<file path="config.mk">
export PLATFORM = sky130hd
export DESIGN_NAME = serial_frame_ctrl
export DESIGN_NICKNAME = d
export VERILOG_FILES = /design/src/rtl/serial_frame_pkg.sv /design/src/rtl/frame_field_shift.sv /design/src/rtl/serial_frame_ctrl.sv
export SDC_FILE = /design/constraint.sdc
export NUM_CORES = 1
export LEC_CHECK = 0
export ABC_AREA = 1
export BUFFER_PORTS_ARGS = -buffer_cell sky130_fd_sc_hd__buf_4
export CORE_UTILIZATION = 60
export DETAILED_ROUTE_END_ITERATION = 10
export PLACE_DENSITY_LB_ADDON = 0.3
export SYNTH_ARGS = -nofsm -noshare
export SYNTH_HDL_FRONTEND = slang
export SYNTH_SLANG_ARGS = --single-unit
</file>
<file path="constraint.sdc">
create_clock -name clk -period 3.4 [get_ports clk]
set_input_delay 0.17 -clock clk [delete_from_list [all_inputs] [get_ports clk]]
set_output_delay 0.17 -clock clk [all_outputs]
set_load 0.1 [all_outputs]
</file>
<file path="src/rtl/serial_frame_pkg.sv">
`default_nettype none
// ============================================================================
// Module   : serial_frame_pkg
// Brief    : Shared types and helpers for the serial frame controller:
//            FSM state encoding, port-id width and one-hot port decoding.
// Revision : 1.0  initial release
// ============================================================================
package serial_frame_pkg;

  localparam int PORT_ID_W = 2;
  localparam int MAX_PORTS = 1 << PORT_ID_W;

  typedef enum logic [2:0] {
    IDLE = 3'd0,
    PORT = 3'd1,
    LEN  = 3'd2,
    DATA = 3'd3,
    PAR  = 3'd4,
    FIN  = 3'd5
  } frame_state_t;

  // One-hot decode of a port id; ids at or beyond the port count map to zero.
  function automatic logic [MAX_PORTS-1:0] onehot_port(input logic [PORT_ID_W-1:0] id,
                                                       input int ports);
    logic [MAX_PORTS-1:0] oh;
    oh = '0;
    if (int'(id) < ports) oh[id] = 1'b1;
    return oh;
  endfunction

endpackage
`default_nettype wire

</file>
<file path="src/rtl/frame_field_shift.sv">
`default_nettype none
// ============================================================================
// Module   : frame_field_shift
// Brief    : Shift-in / down-count register for frame header fields. Bits
//            enter MSB first at the LSB end; the same register can then be
//            decremented as a payload bit counter.
// Revision : 1.0  initial release
// ============================================================================
module frame_field_shift #(
  parameter int W = 4
) (
  input  logic         clk,
  input  logic         rst,
  input  logic         i_clr,
  input  logic         i_shift,
  input  logic         i_dec,
  input  logic         i_bit,
  output logic [W-1:0] o_q,
  output logic [W-1:0] o_shifted
);

  logic [W-1:0] r_q;

  // Value the register takes if the current serial bit is shifted in now;
  // exposed so the FSM can test the completed field in the same cycle.
  generate
    if (W == 1) begin : g_single
      assign o_shifted = i_bit;
    end else begin : g_multi
      assign o_shifted = {r_q[W-2:0], i_bit};
    end
  endgenerate

  // Field register: clear has priority over shift, shift over decrement.
  always_ff @(posedge clk or negedge rst) begin
    if (!rst) begin
      r_q <= '0;
    end else if (i_clr) begin
      r_q <= '0;
    end else if (i_shift) begin
      r_q <= o_shifted;
    end else if (i_dec) begin
      r_q <= r_q - W'(1);
    end
  end

  assign o_q = r_q;

endmodule
`default_nettype wire

</file>
<file path="src/rtl/serial_frame_ctrl.sv">
`default_nettype none
// ============================================================================
// Module   : serial_frame_ctrl
// Brief    : Parses serial frames (start, port id, length, payload, optional
//            parity) and steers payload bits to one of PORTS outputs with a
//            registered one-hot enable. Reports done/err per frame.
// Config   : FRAME_PARITY_EN - adds an even-parity bit after the payload.
// Revision : 1.0  initial release
// ============================================================================
module serial_frame_ctrl #(
  parameter int LEN_W = 4,
  parameter int PORTS = 3
) (
  input  logic             clk,
  input  logic             rst,
  input  logic             ser_in,
  output logic             ser_out,
  output logic [PORTS-1:0] port_en,
  output logic             busy,
  output logic             done,
  output logic             err
);

  import serial_frame_pkg::*;

  localparam int FLD_MAX = (LEN_W > PORT_ID_W) ? LEN_W : PORT_ID_W;
  localparam int BC_W    = $clog2(FLD_MAX);
  localparam logic [BC_W-1:0] PORT_LAST = BC_W'(PORT_ID_W - 1);
  localparam logic [BC_W-1:0] LEN_LAST  = BC_W'(LEN_W - 1);

`ifdef FRAME_PARITY_EN
  localparam frame_state_t TAIL_ST = PAR;
`else
  localparam frame_state_t TAIL_ST = FIN;
`endif

  frame_state_t         r_state;
  frame_state_t         w_next;
  logic [BC_W-1:0]      r_bitcnt;
  logic                 w_bc_clr;
  logic                 w_bc_inc;
  logic                 w_fld_clr;
  logic                 w_pid_shift;
  logic                 w_len_shift;
  logic                 w_len_dec;
  logic [PORT_ID_W-1:0] w_port_id;
  logic [PORT_ID_W-1:0] w_pid_shifted_unused;
  logic [LEN_W-1:0]     w_len;
  logic [LEN_W-1:0]     w_len_shifted;
  logic [MAX_PORTS-1:0] w_onehot;
  logic                 w_onehot_unused;
  logic                 w_pid_invalid;

  frame_field_shift #(.W(PORT_ID_W)) u_port_id (
    .clk       (clk),
    .rst       (rst),
    .i_clr     (w_fld_clr),
    .i_shift   (w_pid_shift),
    .i_dec     (1'b0),
    .i_bit     (ser_in),
    .o_q       (w_port_id),
    .o_shifted (w_pid_shifted_unused)
  );

  // Length field doubles as the remaining-payload counter during DATA.
  frame_field_shift #(.W(LEN_W)) u_length (
    .clk       (clk),
    .rst       (rst),
    .i_clr     (w_fld_clr),
    .i_shift   (w_len_shift),
    .i_dec     (w_len_dec),
    .i_bit     (ser_in),
    .o_q       (w_len),
    .o_shifted (w_len_shifted)
  );

  assign w_onehot        = onehot_port(w_port_id, PORTS);
  assign w_onehot_unused = ^w_onehot;
  assign w_pid_invalid   = ~|w_onehot[PORTS-1:0];

  // State register.
  always_ff @(posedge clk or negedge rst) begin
    if (!rst) r_state <= IDLE;
    else      r_state <= w_next;
  end

  // Header bit position counter for the PORT and LEN fields.
  always_ff @(posedge clk or negedge rst) begin
    if (!rst)          r_bitcnt <= '0;
    else if (w_bc_clr) r_bitcnt <= '0;
    else if (w_bc_inc) r_bitcnt <= r_bitcnt + BC_W'(1);
  end

  // Next-state and field strobes; FIN also watches for an immediate start bit.
  always_comb begin
    w_next      = r_state;
    w_fld_clr   = 1'b0;
    w_pid_shift = 1'b0;
    w_len_shift = 1'b0;
    w_len_dec   = 1'b0;
    w_bc_clr    = 1'b0;
    w_bc_inc    = 1'b0;
    case (r_state)
      IDLE, FIN: begin
        if (!ser_in) begin
          w_next    = PORT;
          w_fld_clr = 1'b1;
          w_bc_clr  = 1'b1;
        end else begin
          w_next = IDLE;
        end
      end
      PORT: begin
        w_pid_shift = 1'b1;
        if (r_bitcnt == PORT_LAST) begin
          w_bc_clr = 1'b1;
          w_next   = LEN;
        end else begin
          w_bc_inc = 1'b1;
        end
      end
      LEN: begin
        w_len_shift = 1'b1;
        if (r_bitcnt == LEN_LAST) begin
          w_bc_clr = 1'b1;
          w_next   = (w_len_shifted == '0) ? TAIL_ST : DATA;
        end else begin
          w_bc_inc = 1'b1;
        end
      end
      DATA: begin
        w_len_dec = 1'b1;
        if (w_len <= LEN_W'(1)) w_next = TAIL_ST;
      end
`ifdef FRAME_PARITY_EN
      PAR: begin
        w_next = FIN;
      end
`endif
      default: begin
        w_next = IDLE;
      end
    endcase
  end

  // Payload steering: only DATA forwards the line; every other state blanks it.
  always_ff @(posedge clk or negedge rst) begin
    if (!rst) begin
      ser_out <= 1'b0;
      port_en <= '0;
    end else if (r_state == DATA) begin
      ser_out <= ser_in;
      port_en <= w_onehot[PORTS-1:0];
    end else begin
      ser_out <= 1'b0;
      port_en <= '0;
    end
  end

  assign busy = (r_state != IDLE);
  assign done = (r_state == FIN);

`ifdef FRAME_PARITY_EN
  logic r_par;

  // Running XOR of payload and parity bits; nonzero at FIN means odd ones.
  always_ff @(posedge clk or negedge rst) begin
    if (!rst)                                 r_par <= 1'b0;
    else if (w_fld_clr)                       r_par <= 1'b0;
    else if (r_state == DATA || r_state == PAR) r_par <= r_par ^ ser_in;
  end

  assign err = done & (w_pid_invalid | r_par);
`else
  assign err = done & w_pid_invalid;
`endif

endmodule
`default_nettype wire

</file>
==> results of run 1 <==
logic make-up after synthesis:
kind of cell | after synthesis | share of synthesized area [%]
AND/OR/NAND/NOR | 69 | 36.31
buffers and inverters | 21 | 8.936
flip-flops | 15 | 42.55
AO/OA/AOI/OAI | 11 | 6.524
adder cells (fa/ha/maj) | 4 | 5.674
final cells by class:
cell class                      count  area [um2]
Clock buffer                        3       22.52
Sequential cell                    15       375.4
Clock inverter                      1       5.005
Timing Repair Buffer               10       77.57
Inverter                           21       78.83
Fill cell                         107       327.8
Tap cell                           15       18.77
Multi-Input combinational cell     84       427.9
cell usage in the layout, fill, tap and decap left out, types with 4 or more instances in the layout:
cell type	n
o21ai_0	6
nand2_1	30
buf_4	9
nand2_2	4
nor2_1	13
dfrtp_1	15
nand3_1	11
ha_1	4
nor3_1	4
inv_1	18
metrics by stage:
| stage | std cells | area, um2 |
|---|---|---|
| after floorplan | 120 | 882.1 |
| after global placement | 144 | 968.4 |
| after detailed placement | 144 | 968.4 |
| after CTS | 149 | 1006 |
| after global routing | 149 | 1006 |
| final | 149 | 1006 |
state kept, by name (all words and copies together) (netlist names):
name,count
u_length.o_q,4
r_bitcnt,2
ser_out,1
u_port_id.o_q,2
r_state,3
port_en,3
metal layers:
| layer | share of wire [%] | track usage (%) | vias to the layer above |
|---|---|---|---|
| li1 | - | - | 406 |
| met1 | 46 | 36.33 | 365 |
| met2 | 48 | 42.06 | 27 |
| met3 | 5.2 | 3.333 | 5 |
| met4 | 1.5 | 14.17 | 0 |
| met5 | 0 | 0 | - |
critical path, stage by stage, from the launching register on:
cell and delay, ps:
dfrtp_1 520, nand3_1 190, nor3_1 210, buf_4 330
worst max-delay path by stage:
stage,start,end,slack (ps),cells after the start
after global routing,r_state[0]$_DFFE_PN0P_,err,1590,3
after global placement,r_state[1]$_DFFE_PN0P_,err,2120,4
after detailed placement,r_state[1]$_DFFE_PN0P_,err,2030,4
after CTS,r_state[0]$_DFFE_PN0P_,err,1710,3
after floorplan,r_state[1]$_DFFE_PN0P_,err,550,3
final,r_state[0]$_DFFE_PN0P_,err,1690,3
repair_timing:
action,4_1_cts,5_1_grt
endpoints found under the hold margin,15,0
hold buffers,1,0
setup buffers,0,0
==> impl_results.md, run 1 <==
- WHS Endpoint: u_port_id.o_q[0]$_DFFE_PN0P_
- Cell taking the most area after synthesis: dfrtp_1
- Io pins: 10
- CTS Buf Count: 3
- Slew Limit Fails: 0
- WHS: 174.2 ps
- CTS Root Cell: clkbuf_4
- PostCTS Resize Cnt: 0
- Final Hold Viols: 0
- # nets final: 142
- Grt total ovfl: 0
- Post-synth top cells: nand2_1 (30), inv_1 (18), dfrtp_1 (15), nor2_1 (13), nand3_1 (11)
- Tcrit/Tclk final: 50.26%
- Starting DRT DRC Count: 48
- First drt pass iteration count: 4
- Worst Path Required: 3230 ps
- Hold Path Stages: 3
- Worst reg2reg path depth: 8
- Setup total negative slack: 0 ps
- Rows: 13
- Area Growth Syn to Fin: 14.04%
- CTS H-tree depth: 1
- R2R Path End: r_bitcnt[1]$_DFFE_PN0P_
- Gate Count Post-Synth: 120
- Arr. time, crit path: 1540 ps
- Fraction of layout cells with a size suffix above 1: 19.40%
- Vias per cell: 5.389
- Final clock skew: 4.868 ps
- Cell Area, Synth: 882.1 um2
- Crit end category: output pin
- Diode count: 0
- R2R setup slack: 2060 ps
- Hold crit path type: input pin to flip-flop
- Die Height: 40.34 um
- Fraction of registers with async set/reset: 100.0%
- Overall global routing resource usage: 27.05%
- DRC: 0
- Reported max-cap violation count: 0
- Worst skew pair latency: 290 ps
- Worst r2r src: r_state[0]$_DFFE_PN0P_
- Dominant cells by area after synthesis: dfrtp_1 (43%), nand2_1 (13%), inv_1 (7.7%)
- Clk buf depth: 2
- RSZ-0062 raised after global routing: no
- Worst Path Max Fanout: 7
- Post-DP HPWL: 1426 um
- CP Launch Type: flip-flop
- Status: complete, no violations
- Total die area: 1627 um2
- Yosys cell types: 18
- DRT Wirelength: 1858 um
- Sequential-to-total area share from yosys stat: 42.55%
- Primary FF master, synth: dfrtp_1
- Clk slew on worst S/H paths: 90 ps
- Syn_area_per_cell: 7.351 um2
- IO Port Bufs: 9
- Pre-CTS setup slack: 2030 ps
- Worst Max-Slew Pin Slew: 291.1 ps
- Flops & latches, synth: 15
- Hold path startpoint: ser_in
- Final Util: 75.42%
- Critical setup path kind: flip-flop to output pin
- Die Wd: 40.34 um
- F_max: 0.5852 GHz
- Initial antenna violation count: 0
- # setup viols final: 0
- WL/cell: 12.47 um
- Yosys top cell area share: 42.55%
- Synth warn: 0
- Number of global-route vias before repair: 695
- Worst Slack Setup Final: 1691 ps
- Final ANT Viol Nets: 0
- Core Region: 1334 um2
- First-pass GRT wire length: 2891 um
- Pin count of the biggest net entering global routing: 16
- Post-synth EDFFs: 0
- Starting Density: 66.14%
- Final Critical Period: 1709 ps
- Via count: 803
- Top-count cell post-synth: nand2_1
- Slew margin rel.: 80.60%
- Clock tree from TritonCTS: built
- Placer Congestion: 0.9065
- Clock Sinks: 15
- Net Count, Synth: 127
Power of run 1 is left out: the tool's default activity adds up to more than one toggle a clock period on the data nets, which glitch-free logic cannot reach.
==> run 2: changes to the inputs <==
- CORE_UTILIZATION: 60 -> 50
- clock period: 3.4 -> 1.55 ns (I/O delays scaled with it)
==> impl_results.md, run 2 (synthesis gave the netlist of run 1 again) <==
- Critical path launch point: r_state[1]$_DFFE_PN0P_
- Final ANT Viol Nets: 0 (unchanged)
- IO Port Bufs: 9 (unchanged)
- Worst Path Max Fanout: 6 (-1)
- Die Wd: 44 um (+9.1%)
- Status: complete, no violations
- Final Hold Viols: 0 (unchanged)
- Starting Density: 55.95% (-10 points)
- Critical setup path kind: flip-flop to output pin
- Tcrit/Tclk final: 93.92%
- Starting DRT DRC Count: 40 (-17%)
- CTS Root Cell: clkbuf_4
- Most frequent cells in the layout: nand2_1 (30), inv_1 (18), dfrtp_1 (14)
- Number of global-route vias before repair: 716 (+3.0%)
- Worst Path Required: 1470 ps (-1760 ps)
- Final instance area: 1041 um2 (+3.5%)
- Pin count of the biggest net entering global routing: 16 (unchanged)
- Placed Cells: 145 (+0.69%)
- # nets final: 142 (unchanged)
- CP Launch Type: flip-flop
- F_max: 0.6869 GHz
- Non-filler cells, final: 150 (+0.67%)
- Fraction of layout cells with a size suffix above 1: 20.90% (+1.5 points)
- First-pass GRT wire length: 2987 um (+3.3%)
- First drt pass iteration count: 4 (unchanged)
- Largest register FFs: 4 (unchanged)
- WL/cell: 11.69 um (-6.2%)
- Area Growth Syn to Fin: 18.01%
- Overall global routing resource usage: 21.21% (-5.8 points)
- Initial antenna violation count: 0 (unchanged)
- DRC: 0 (unchanged)
- Rows: 14 (+1)
- R2R setup slack: 210 ps (-1850 ps)
- Post-DP HPWL: 1341 um (-5.9%)
- Core Region: 1577 um2 (+18%)
- Slew Limit Fails: 0 (unchanged)
- Placer Congestion: 0.8153 (-10%)
- Clk slew on worst S/H paths: 90 ps (about the same)
- Slew margin rel.: 82.05% (+1.4 points)
- Worst r2r src: r_state[0]$_DFFE_PN0P_
- Io pins: 10 (unchanged)
- R2R Path End: r_bitcnt[1]$_DFFE_PN0P_
- Setup crit end: err
- Most common cell after layout, fill and taps aside: nand2_1
- Final Critical Period: 1456 ps
- RSZ-0062 raised after global routing: no
- Grt total ovfl: 0 (unchanged)
- Diode count: 0 (unchanged)
- Fill cells: 147 (+37%)
- DRT Wirelength: 1754 um (-5.6%)
- Clock tree from TritonCTS: built
- Vias per cell: 5.460 (+1.3%)
- Setup total negative slack: 0 ps (unchanged)
- Worst reg2reg path depth: 8 (unchanged)
- Hold crit path type: input pin to flip-flop
- Reported max-cap violation count: 0 (unchanged)
- Final Util: 66.03% (-9.4 points)
- Total die area: 1936 um2 (+19%)
- Post-CTS Setup Bufs: 0 (unchanged)
- Worst Max-Slew Pin Slew: 269.3 ps (-21.74 ps)
- Final clock skew: 5.834 ps (+0.9654 ps)
- Die Height: 44 um (+9.1%)
- Clock Sinks: 15 (unchanged)
- Cell area after placement: 985.9 um2 (+1.8%)
- CTS H-tree depth: 1 (unchanged)
- CTS Buf Count: 3 (unchanged)
- Arr. time, crit path: 1380 ps (-160 ps)
- Clk buf depth: 2 (unchanged)
- Via count: 819 (+2.0%)
- Worst skew pair latency: 280 ps (about the same)
- Crit end category: output pin
- # setup viols final: 0 (unchanged)
## run 2: metal layers
| metal | track usage, % | vias to the layer above | routed length, um |
|---|---|---|---|
| met5 | 0 | - | 0 |
| met4 | 8.485 | 0 | 57 |
| li1 | - | 402 | - |
| met2 | 35.29 | 36 | 771 |
| met3 | 4.583 | 11 | 113 |
| met1 | 26.58 | 370 | 810 |
## run 2: worst min-delay path by stage
stage,to,cells past startpoint,from
2_1_floorplan,port_en[0]$_DFF_PN0_,0,rst
5_1_grt,u_port_id.o_q[0]$_DFFE_PN0P_,3,ser_in
3_5_place_dp,u_length.o_q[3]$_DFFE_PN0P_,1,rst
6_report,u_port_id.o_q[0]$_DFFE_PN0P_,3,ser_in
4_1_cts,u_port_id.o_q[0]$_DFFE_PN0P_,3,ser_in
3_3_place_gp,u_length.o_q[3]$_DFFE_PN0P_,1,rst
## run 2: stage by stage
| step | setup slack [ps] | hold WS, ps |
|---|---|---|
| finish | 94.28 | 119.0 |
| global route | 12.65 | 128.5 |
| CTS | 70.46 | 115.1 |
| detailed placement | 219.3 | -57.58 |
| global placement | 240.4 | -57.94 |
| floorplan | 5.072 | -218.1 |
## run 2: layout make-up
class,instances,area (um2),share of cell area [%]
Multi-Input combinational cell,84,449.2,43.15
Sequential cell,15,376.6,36.18
Timing Repair Buffer,10,90.09,8.654
Inverter,21,78.83,7.572
Clock buffer,4,26.28,2.524
Tap cell,16,20.02,1.923
## run 2: critical path, cell delays in order (launching register included)
cell and delay [ps]:
dfrtp_2 460, inv_2 130, nand3_2 130, nor3_4 180
buf_12 200
## run 2: repair_timing
action / CTS / global route
gates resized for setup: 4 / 1
hold buffers: 1 / 0
endpoints found under the setup margin: 1 / 1
endpoints found under the hold margin: 15 / 0
Power of run 2 is left out for the same reason.
==> run 3: changes to the inputs <==
- CORE_UTILIZATION: 50 -> 51
- SYNTH_HIERARCHICAL: unset -> 1
==> impl_results.md, run 3 <==
- Largest register FFs: 4 (unchanged)
- Number of global-route vias before repair: 771 (+7.7%)
- Clock Sinks: 15 (unchanged)
- Worst Path Max Fanout: 3 (-3)
- Clk buf depth: 2 (unchanged)
- Worst skew pair latency: 290 ps (about the same)
- Rows: 15 (+1)
- Crit end category: output pin
- Diode count: 0 (unchanged)
- Most common cell after layout, fill and taps aside: nand2_1
- Global-route met2 utilization: 32.46% (-2.8 points)
- Starting Density: 54.70% (-1.3 points)
- Area Growth Syn to Fin: 16.64%
- Multi-input gate area: 476.7 um2 (+6.1%)
- Pre-CTS setup slack: 155.7 ps (-63.60 ps)
- Core Region: 1745 um2 (+11%)
- CTS H-tree depth: 1 (unchanged)
- Setup total negative slack: 0 ps (unchanged)
- Vias per cell: 4.829 (-12%)
- DRC: 0 (unchanged)
- Fraction of layout cells with a size suffix above 1: 21.38% (+0.48 points)
- Grt peak-use layer: met2
- M3 GR Usage: 2.400% (-2.2 points)
- Pin count of the biggest net entering global routing: 16 (unchanged)
- Starting DRT DRC Count: 22 (-45%)
- Cell Area, Synth: 954.7 um2 (+8.2%)
- Final instance area: 1114 um2 (+7.0%)
- Syn_area_per_cell: 7.232 um2 (-1.6%)
- First-pass GRT wire length: 3118 um (+4.4%)
- Slew Limit Fails: 0 (unchanged)
- Worst Slack Setup Final: 53.61 ps (-40.67 ps)
- Synth warn: 6 (+6)
- Clock tree from TritonCTS: built
- Arr. time, crit path: 1420 ps (+40 ps)
- Final clock skew: 8.826 ps (+2.993 ps)
- CP Launch Type: flip-flop
- Placer Congestion: 0.9233 (+13%)
- Reported max-cap violation count: 0 (unchanged)
- Worst Path Buf+Inv: 3 (+1)
- Die Wd: 45.27 um (+2.9%)
- Gate Count Post-Synth: 132 (+10%)
- Die Height: 45.27 um (+2.9%)
- CTS Root Cell: clkbuf_4
- Via count: 821 (+0.24%)
- GR Layer Usage met1: 29.74% (+3.2 points)
- Grt total ovfl: 0 (unchanged)
- Overall global routing resource usage: 21.27% (+0.059 points)
- # setup viols final: 0 (unchanged)
- Reg area: 376.6 um2 (unchanged)
- Final Hold Viols: 0 (unchanged)
- CP max stage cell: dfrtp_1
- Critical path's top delay family: flip-flops
- CTS Buf Count: 3 (unchanged)
- Worst Path Required: 1470 ps (about the same)
- Max stage delay on crit path: 440 ps (-20 ps)
- Io pins: 10 (unchanged)
- Clk slew on worst S/H paths: 90 ps (about the same)
- Final ANT Viol Nets: 0 (unchanged)
- CP Cell Sequence: inv_2 -> nand3_1 -> buf_4 -> nor3_4 -> buf_12
- F_max: 0.6683 GHz (-2.7%)
- Tcrit/Tclk final: 96.54% (+2.6 points)
- Post-DP HPWL: 1417 um (+5.6%)
- Initial antenna violation count: 0 (unchanged)
- WL/cell: 10.94 um (-6.5%)
- Critical setup path kind: flip-flop to output pin
- Final Critical Period: 1496 ps (+40.67 ps)
- Hold crit path type: input pin to flip-flop
- Cell area after placement: 1064 um2 (+7.9%)
- First drt pass iteration count: 4 (unchanged)
- Status: complete, no violations
- DRT Wirelength: 1859 um (+6.0%)
- IO Port Bufs: 9 (unchanged)
- # nets final: 152 (+7.0%)
- Fill cells: 161 (+9.5%)
- Total die area: 2049 um2 (+5.8%)
- Most frequent cells in the layout: nand2_1 (31), inv_1 (22), dfrtp_1 (14)
==> run 3: stage by stage <==
stage | hold slack, ps | utilization [%] | cells
2_1_floorplan | -218.1 | - | 133
3_3_place_gp | -57.88 | 60.93 | 165
3_5_place_dp | -57.15 | 60.93 | 165
4_1_cts | 86.74 | 63.23 | 170
5_1_grt | 128.6 | 63.80 | 170
6_report | 85.31 | 63.80 | 170
==> run 3: worst register-to-register path, delay by kind of cell, from the launching register on <==
family / cells / cell delay, ps
and+or+nand+nor: 6 / 500
DFF: 1 / 440
buffers and inverters: 3 / 210
AOI/OAI and AO/OA: 1 / 150
==> run 3: final cells by class <==
type | instances | share of cell area [%]
sequential | 15 | 33.82
multi-input combinational | 88 | 42.81
tap | 25 | 2.809
clock buffer | 4 | 2.360
inverter | 26 | 8.764
timing repair buffer | 12 | 9.438
==> run 3: path summary, 6_finish.rpt <==
path / start / endpoint / slack, ps / depth (start not counted)
worst min register to register: u_length/o_q[3]$_DFFE_PN0P_ / u_length/o_q[3]$_DFFE_PN0P_ / 530 / 2
worst max-delay path: r_state[1]$_DFFE_PN0P_ / err / 50 / 5
worst max register to register: r_state[1]$_DFFE_PN0P_ / u_length/o_q[3]$_DFFE_PN0P_ / 140 / 10
min in group asynchronous: rst / u_port_id/o_q[0]$_DFFE_PN0P_ / 170 / 2
worst min-delay path: ser_in / ser_out$_DFF_PN0_ / 90 / 3
max in group asynchronous: rst / r_state[0]$_DFFE_PN0P_ / 1190 / 2
==> run 3: layer usage <==
metal | wire length (um) | vias to the layer above | part of all wire [%]
li1 | - | 429 | -
met1 | 866 | 369 | 47
met2 | 895 | 18 | 48
met3 | 61 | 5 | 3.3
met4 | 36 | 0 | 1.9
met5 | 0 | - | 0
==> run 3: repair_timing <==
action / in CTS / in global routing
endpoints found under the hold margin: 15 / 0
resized for setup: 1 / 4
hold buffers: 1 / 0
setup buffers: 0 / 0
setup endpoints to repair: 1 / 2
gates cloned: 0 / 0
Power of run 3 is left out for the same reason.
